**config.mk**
```make
export PLATFORM = sky130hd
export DESIGN_NAME = freq_meter
export DESIGN_NICKNAME = d
export VERILOG_FILES = /design/src/rtl/freq_meter.sv
export SDC_FILE = /design/constraint.sdc
export NUM_CORES = 1
export LEC_CHECK = 0
export ABC_AREA = 1
export CORE_ASPECT_RATIO = 0.8
export CORE_MARGIN = 2
export CORE_UTILIZATION = 25
export DETAILED_ROUTE_END_ITERATION = 6
export SETUP_SLACK_MARGIN = 0.3
export SLEW_MARGIN = 5
export SYNTH_ARGS = -nofsm -noshare
export SYNTH_HDL_FRONTEND = slang
export SYNTH_SLANG_ARGS = --single-unit
export TNS_END_PERCENT = 10
```
**constraint.sdc**
```tcl
create_clock -name clk -period 2.15 [get_ports clk]
set_input_delay 0.43 -clock clk [delete_from_list [all_inputs] [get_ports clk]]
set_output_delay 0.43 -clock clk [all_outputs]
set_load 0.005 [all_outputs]
```
**src/rtl/freq_meter.sv**
```systemverilog
// rtl/freq_meter.sv - gated edge counter measuring the frequency of an async input in Hz
// Counts synchronized rising edges of sigIn over a 1/GATE_DIV second window and publishes n*GATE_DIV.
module freq_meter #(
  parameter int BASE_SPEED = 50000000,
  parameter int GATE_DIV   = 1
) (
  input  logic        clk,
  input  logic        reset,
  input  logic        sigIn,
  output logic [19:0] freq,
  output logic        freqValid,
  output logic        overflow,
  output logic        sigPresent
);

  localparam int G  = BASE_SPEED / GATE_DIV;
  localparam int GW = (G > 1) ? $clog2(G) : 1;
  // 21 bits: once saturated, n*GATE_DIV is always above the 20-bit limit, so overflow stays correct.
  localparam int EW = 21;
  localparam int DW = (GATE_DIV > 1) ? $clog2(GATE_DIV) : 1;
  localparam int PW = EW + DW + 1;

  localparam logic [GW-1:0] G_LAST = GW'(G - 1);
  localparam logic [PW-1:0] F_MAX  = PW'(20'hFFFFF);
  localparam logic [PW-1:0] SCALE  = PW'(GATE_DIV);

  generate
    if (BASE_SPEED % GATE_DIV != 0) begin : g_bad_gate_div
      $error("freq_meter: BASE_SPEED must be a multiple of GATE_DIV");
    end
  endgenerate

  logic          s1, s2, prev;
  logic [1:0]    warm;
  logic [GW-1:0] gate;
  logic [EW-1:0] edges;
  logic          rise;
  logic          terminal;
  logic [EW-1:0] n;
  logic [PW-1:0] prod;

  // Warm-up masks the first three cycles so an input held high through reset is not seen as an edge.
  assign rise     = s2 & ~prev & (warm == 2'd3);
  assign terminal = (gate == G_LAST);

  always_comb begin
    n = edges;
    if (rise && (edges != '1)) begin
      n = edges + 1'b1;
    end
    prod = PW'(n) * SCALE;
  end

  always_ff @(posedge clk) begin
    if (reset) begin
      s1         <= 1'b0;
      s2         <= 1'b0;
      prev       <= 1'b0;
      warm       <= 2'd0;
      gate       <= '0;
      edges      <= '0;
      freq       <= 20'd0;
      freqValid  <= 1'b0;
      overflow   <= 1'b0;
      sigPresent <= 1'b0;
    end else begin
      s1        <= sigIn;
      s2        <= s1;
      prev      <= s2;
      freqValid <= 1'b0;
      if (warm != 2'd3) begin
        warm <= warm + 2'd1;
      end
      if (terminal) begin
        // An edge landing in the terminal cycle is folded into the closing window through n.
        gate       <= '0;
        edges      <= '0;
        freqValid  <= 1'b1;
        freq       <= (prod > F_MAX) ? 20'hFFFFF : prod[19:0];
        overflow   <= (prod > F_MAX);
        sigPresent <= (n != '0);
      end else begin
        gate <= gate + 1'b1;
        if (rise && (edges != '1)) begin
          edges <= edges + 1'b1;
        end
      end
    end
  end

endmodule

```
# ---- After elaboration in Yosys (flattened, before gate mapping)
# Index checks and enable logic that the tools add are counted.
# Widths: inputs -> output; s select.
dict set report op_classes {
  eq_ne 4
  order_cmp 1
  bitwise 3
  n_mux 3
  reduce_logical 3
  addsub 3
}
# operator n
set op_table {}
lappend op_table {{$add 26x1->26 const B} 1}
lappend op_table {{$eq 26x26->1 const B} 1}
lappend op_table {{$add 21x1->21 const B} 1}
lappend op_table {{$gt 21x20->1 const B} 1}
lappend op_table {{$mux 21} 1}
lappend op_table {{$ne 21x21->1 const B} 1}
lappend op_table {{$reduce_bool 21->1} 1}
lappend op_table {{$mux 20} 1}
lappend op_table {{$add 2x1->2 const B} 1}
lappend op_table {{$and 1x1->1} 2}
lappend op_table {{$eq 2x2->1 const B} 1}
lappend op_table {{$ne 2x2->1 const B} 1}
lappend op_table {{$reduce_or 2->1} 1}
lappend op_table {{$logic_and 1x1->1} 1}
lappend op_table {{$mux 1} 1}
lappend op_table {{$not 1->1} 1}
dict set report word_totals {
  wordCells 27
  out_inout_bits 23
  reg_bits 75
  input_bits 3
}

# ---- Logic depth before layout (Yosys ltp)
dict set report depth {
  word_depth 7
  depth_mapped 17
  ltp_nobuf 16
}

# ---- Worst setup path before layout
# OpenSTA, ideal clock, no wires.
dict set report synth_timing {
  path_kind {register to register}
  startpoint {register edges[0]}
  endpoint {register sigPresent}
  stages_incl_launch_ff 18
  t_required_ps 2038
  period_less_slack_ps 1813
  slack_ps 337
  path_buffers 1
  setup_time_ps 112
  arrival_ps 1701
  path_cell_list {dfxtp_1 -> ha_1 -> nand2_2 -> nor2_4 -> nand2_4 -> nor2_8 -> nand2_4 -> buf_6 -> nand2_1 -> nand2_1 -> nand2_2 -> nand2_1 -> nor2_1 -> nand2_1 -> nor2_1 -> nand2_1 -> nand2_1 -> nand2_1}
}
dict set report synth_between {
  elab_chain_cells 4
  word_cells_on_any_way 5
  cone_classes {add/sub (1); eq/ne (1); mux (1); reduce/logical (2)}
}
# item line_no
set synth_lines {}
lappend synth_lines {{start, declared} 36} ;# logic [EW-1:0] edges;
lappend synth_lines {{start signal, assigned} 85} ;# edges <= edges + 1'b1;
lappend synth_lines {{parallel branches: the longest is 2 deep, another holds $add 21x1->21} --}
lappend synth_lines {{$mux 21 *} --}
lappend synth_lines {{$reduce_bool 21->1 *} 81} ;# sigPresent <= (n != '0);
lappend synth_lines {{end signal, assigned} 81}
lappend synth_lines {{end, declared} 13} ;# output logic sigPresent
# Mark *: on every way between the ends.
# A chain may end at the register's enable or synchronous reset.

# ---- Worst setup path in the final report
# Same ends and word-level chain as after synthesis.

==> flow_summary.json <==
{
  "power_leakage_uw": 0.001970,
  "via_count": 3415,
  "relSlewSlack_pct": 72.77,
  "cp_slowest_cell": "dfxtp_4",
  "grt_max_degree": 33,
  "cts_tree": "yes",
  "crit_required_ns": 2.39,
  "crit_path_max_incr_delay_ns": 0.36,
  "reg2reg_from": "edges[0]",
  "final_common_cell": "nand2_1",
  "setup_tns_ns": 0,
  "root_buffer": "clkbuf_16",
  "cp_max_fo": 7,
  "fmax_mhz": 512.3,
  "wire_per_inst_um": 12.37,
  "chipWidth_um": 138.7,
  "timing.final.ws_setup_ns": 0.1981,
  "rows": 39,
  "place_congestion": 0.8275,
  "preCtsSetupSlack_ns": 0.03676,
  "drc_errors": 0,
  "finalSetupViolations": 0,
  "cts_sinks": 75,
  "clkLatencyLatePin_ns": 0.35,
  "drtIter0Drc": 211,
  "antennaDiodeCount": 0,
  "rsz0062_at_grt": "true",
  "crit_arrival_ns": 2.19,
  "ys_types": 32,
  "regArea_um2": 1530,
  "grt_pass1_vias": 3118,
  "min_period_ns": 1.952,
  "hold_viol": 0,
  "synthArstFlopShare_pct": 0,
  "crit_family": "simple AND/OR/NAND/NOR gates",
  "grt_antenna_before_repair": 0,
  "routed_via_density": 4.406,
  "syn-num-nets": 528,
  "synth_seq_cells": 75,
  "path_buf_inv": 0,
  "peakVddDrop_v": 0.0003045,
  "antenna_left": 0,
  "slew_violations": 0,
  "start_kind": "flip-flop",
  "htreeDepth": 3,
  "synth_ff_type": "dfxtp_1",
  "cts_hold_buf": 0,
  "synth_enable_flop_cells": 0,
  "clock_path_buffers": 2,
  "powerDensity_nw_per_um2": 629.6,
  "die_area_um2": 15510,
  "initial_core_util_pct": 25.48,
  "fp.coreArea_um2": 14250,
  "drv_cap": 0,
  "fin_skew_ns": 0.008489,
  "path_cells": "ha_4, nand2_4, nor2_4, nand2_4, nor2_8, nand2_8, nand2_8, nand2_1, nand2_2, nand2_2, nor2_1, nand2_1, nor2_1, nand2_1, nand2_1, nand2_1",
  "status": "completed",
  "die_h_um": 111.8,
  "grt_usage_pct": 12.09,
  "yosysWarnings": 0,
  "cts_made_buffers": 9,
  "hpwl_mm": 5.937,
  "worstSetupPathType": "reg2reg",
  "crit_top_cell": "nand2_1",
  "startpoint": "edges[0]",
  "wirelength_mm": 9.583,
  "drive_above_1_share_pct": 26.73,
  "critPathCaptureType": "flip-flop",
  "fin_crit_sh_pct": 90.78,
  "placement.io_buffers": 25,
  "drt_pass1_iterations": 5,
  "syn_avg_cell_area_um2": 6.956,
  "multi_input_area_um2": 2151,
  "hold_class": "reg2reg",
  "final_net_count": 592,
  "gr-total-overflow": 0,
  "worst_pin_slew_ns": 0.4072,
  "fillers": 1498,
  "clkSlewWorstSetupHoldPaths_ns": 0.06,
  "syn_to_final_growth_pct": 40.35,
  "synth_area_um2": 3631,
  "layout_common_cells": "nand2_1 (117), nor2_1 (68), dfxtp_1 (60)",
  "synth_seq_area_share_pct": 41.35,
  "grt_pass1_wl_mm": 15.08,
  "ios": 26,
  "syn_inst": 522,
  "hold_path_startpoint": "s1"
}
## per-stage QoR
stage / instances / area, um2 / utilization [%] / power [uW] / hold WS, ns
after detailed placement: 727 / 4118 / 28.90 / 1561 / 0.3979
after global placement: 727 / 4118 / 28.90 / 1559 / 0.4000
after global routing: 775 / 5096 / 35.77 / 3318 / 0.4257
final: 775 / 5096 / 35.77 / 3208 / 0.4117
after CTS: 762 / 4748 / 33.32 / 3235 / 0.4171
after floorplan: 522 / 3631 / - / 1529 / 0.3883
## layer usage
layer | vias to the layer above | share of wire (%) | wire [um] | global-route usage [%]
met5 | - | 0 | 0 | 0
met2 | 66 | 41 | 3899 | 17.10
met1 | 1544 | 52 | 4996 | 17.19
met4 | 0 | 1.9 | 186 | 4.848
met3 | 13 | 5.2 | 501 | 3.570
li1 | 1792 | - | - | -
## area by class of cell
| cell class | instances | area share [%] |
|---|---|---|
| inverters | 65 | 4.788 |
| flip-flops and latches | 75 | 30.03 |
| clock inverters | 7 | 1.989 |
| well taps | 184 | 4.518 |
| clock buffers | 9 | 4.419 |
| multi-input cells | 370 | 42.20 |
| repair buffers | 65 | 12.05 |
## registers in the layout (all words and copies together) (netlist names), 2 cells and up
name / cells
gate: 26
edges: 21
freq: 20
warm: 2
## synthesized netlist by cell type (4+ instances only)
cell / n / area, um2
nand4_1: 12 / 75.07
clkbuf_1: 4 / 15.01
nor3_1: 15 / 75.07
nand3_1: 34 / 170.2
nor3b_1: 6 / 45.04
o211ai_1: 17 / 127.6
inv_2: 5 / 18.77
nand2_1: 143 / 536.8
o21ai_0: 5 / 25.02
nor4_1: 5 / 31.28
inv_1: 60 / 225.2
nor2_1: 81 / 304.0
xor2_1: 10 / 87.58
buf_2: 7 / 35.03
nor2_2: 6 / 37.54
dfxtp_1: 75 / 1501
nand2_2: 4 / 25.02
a21oi_1: 7 / 35.03
## power breakdown
group | leakage (uW) | internal, uW | switching (uW)
Combinational | 0.00120 | 59.3 | 74.8
Sequential | 0.000613 | 1410 | 21.4
Clock | 0.000152 | 1020 | 620
## tightest hold or removal path, stage by stage, from the launching register on
cell	delay (ns)
dfxtp_1	0.29
inv_1	0.05
nor2_1	0.03
## final timing paths
path,to,slack [ns],depth (start not counted)
hold reg to reg,s2,0.41,2
setup reg to reg,sigPresent,0.20,16
setup / recovery,sigPresent,0.20,16
hold / removal,s2,0.41,2
## cell families after synthesis
logic type	count (synthesis)	synth area share, %
AO/OA/AOI/OAI	36	6.892
flip-flops	75	41.35
AND/OR/NAND/NOR	317	38.80
buffers and inverters	79	9.028
adder cells (fa/ha/maj)	3	1.034
XOR/XNOR	12	2.895
## what timing repair did
item                                    in CTS  in global routing
hold endpoints to repair                     0                  0
buffers inserted                            17                 11
gates resized for setup                     44                 62
cloned                                       2                  2
pin swaps                                   19                 25
endpoints found under the setup margin      24                 52
No activity file was read; power rests on OpenSTA's default activity.
==> RTL change (same settings) <==
The parameter `BASE_SPEED` goes from 50000000 to 100000000.
--- a/src/rtl/freq_meter.sv
+++ b/src/rtl/freq_meter.sv
@@ -1,7 +1,7 @@
 // rtl/freq_meter.sv - gated edge counter measuring the frequency of an async input in Hz
 // Counts synchronized rising edges of sigIn over a 1/GATE_DIV second window and publishes n*GATE_DIV.
 module freq_meter #(
-  parameter int BASE_SPEED = 50000000,
+  parameter int BASE_SPEED = 100000000,
   parameter int GATE_DIV   = 1
 ) (
   input  logic        clk,
Function: same outputs for any inputs over 10 cycles, from zero or initial values and one cycle with reset high; that may be too few to reach the edited logic, so the function may still have changed.
==> RTL change against the original RTL <==
Sequential cell count grew 1. Final area shrank 1.7%. Clock power shrank 13%. Sequential share of layout area grew 1.0 points. Synthesized area grew 0.28%. Worst setup slack gained 58 ps. Critical endpoint unchanged. Routed wire length grew 1.1%. Largest cell class unchanged. Critical path type unchanged. Total power shrank 6.6%.
==> RTL change: results (changes against the original RTL) <==
| Metric | Value |
|---|---|
| Cts bufs inserted | 9 (unchanged) |
| Largest cells by area after synthesis | dfxtp_1 (42%), nand2_1 (13%), nor2_1 (6.8%), inv_1 (6.0%), nand3_1 (4.7%) |
| CTS resizes | 57 (+30%) |
| Largest registers | gate (27), edges (21), freq (20) |
| Largest net degree at the start of global routing | 37 (+12%) |
| Fin crit share | 88.1% (-2.7 points) |
| Starting DRT DRC Count | 264 (+25%) |
| Antenna diodes | 0 (unchanged) |
| WL final | 9690 um (+1.1%) |
| Worst slew pin tran | 355 ps (-52.6 ps) |
| Hold_ws | 403 ps (-9.01 ps) |
| RD Place Congestion | 0.799 (-3.5%) |
| Syn nets | 512 (-3.0%) |
| Slowest stage cell, crit path | dfxtp_4 |
| Post-placement cell area | 0.00414 sq mm (+0.61%) |
| GRT Util Overall | 12.5% (+0.44 points) |
| Sequential share of the synthesized area | 41.8% (+0.44 points) |
| TritonRoute pass-1 iters | 4 (-1) |
| Layout cells sized above 1 | 25.9% (-0.82 points) |
| Clk pin slew, worst setup/hold paths | 60 ps (about the same) |
| Leak | 1.98 nW (+0.49%) |
| Ranking of synthesized cells by instance count | nand2_1 (128), dfxtp_1 (76), nor2_1 (66) |
| Outcome | finished clean |
| Non-filler cells in the finished layout | 759 (-2.1%) |
| CTS max path bufs | 2 (unchanged) |
| Hold-fix buffers, CTS | 0 (unchanged) |
| YS warnings | 0 (unchanged) |
| Critical path peak fanout | 8 (+1) |
| CP delay by family, top | simple AND/OR/NAND/NOR gates |
| Reg2reg path depth | 17 (+1) |
| Vias per inst | 4.48 (+1.6%) |
| Hold endpoint | s2$_SDFF_PP0_ |
| R2R Path End | sigPresent$_SDFFE_PP0P_ |
| Setup Buffers After CTS | 17 (unchanged) |
| Synth Area per Inst | 7.20 sq um (+3.4%) |
| VDD IR max | 0.000399 V (+31%) |
| Dpl ws | -21.8 ps (-58.6 ps) |
| Vias in the first global route | 3115 (-0.096%) |
| Ys async rst share | 0% (unchanged) |
| Post-DP HPWL | 5870 um (-1.0%) |
| # nets final | 576 (-2.7%) |
| Placed cells | 715 (-1.7%) |
| Critical path class | reg -> reg |
| Synth unique cells | 35 (+9.4%) |
| FF-to-FF setup slack | 260 ps (+60 ps) |
| First-pass GRT wire length | 15700 um (+4.1%) |
| CP Data Arrival Time | 2140 ps (-50 ps) |
| Clock Skew | 7.58 ps (-0.911 ps) |
## RTL change: power by group
group	total, mW	switching [mW]	internal [mW]
sequential	1.45	0.0250	1.43
combinational	0.114	0.0662	0.0480
clock	1.43	0.617	0.810
## RTL change: layout make-up
cell class | count | area (sq um)
Tap cell | 184 | 230
Sequential cell | 76 | 1560
Clock inverter | 6 | 40.0
Clock buffer | 10 | 239
Timing Repair Buffer | 60 | 546
Fill cell | 1489 | 9240
Multi-Input combinational cell | 361 | 2160
Inverter | 62 | 243
## RTL change: cells by family (layout without fill, tap and decap cells)
group / count (synthesis) / count (layout) / share of synthesized area (%)
xor+xnor: 8 / 8 / 1.92
compound gates: 53 / 53 / 9.04
flops: 76 / 76 / 41.8
fa+ha+maj: 3 / 3 / 1.03
simple gates: 292 / 297 / 37.9
buf+inv: 74 / 138 / 8.28
## RTL change: layer usage
layer / GRT usage [%] / routed length, um
met1: 18.6 / 5170
met2: 16.6 / 3800
met3: 4.26 / 598
met4: 4.31 / 125
met5: 0 / 0
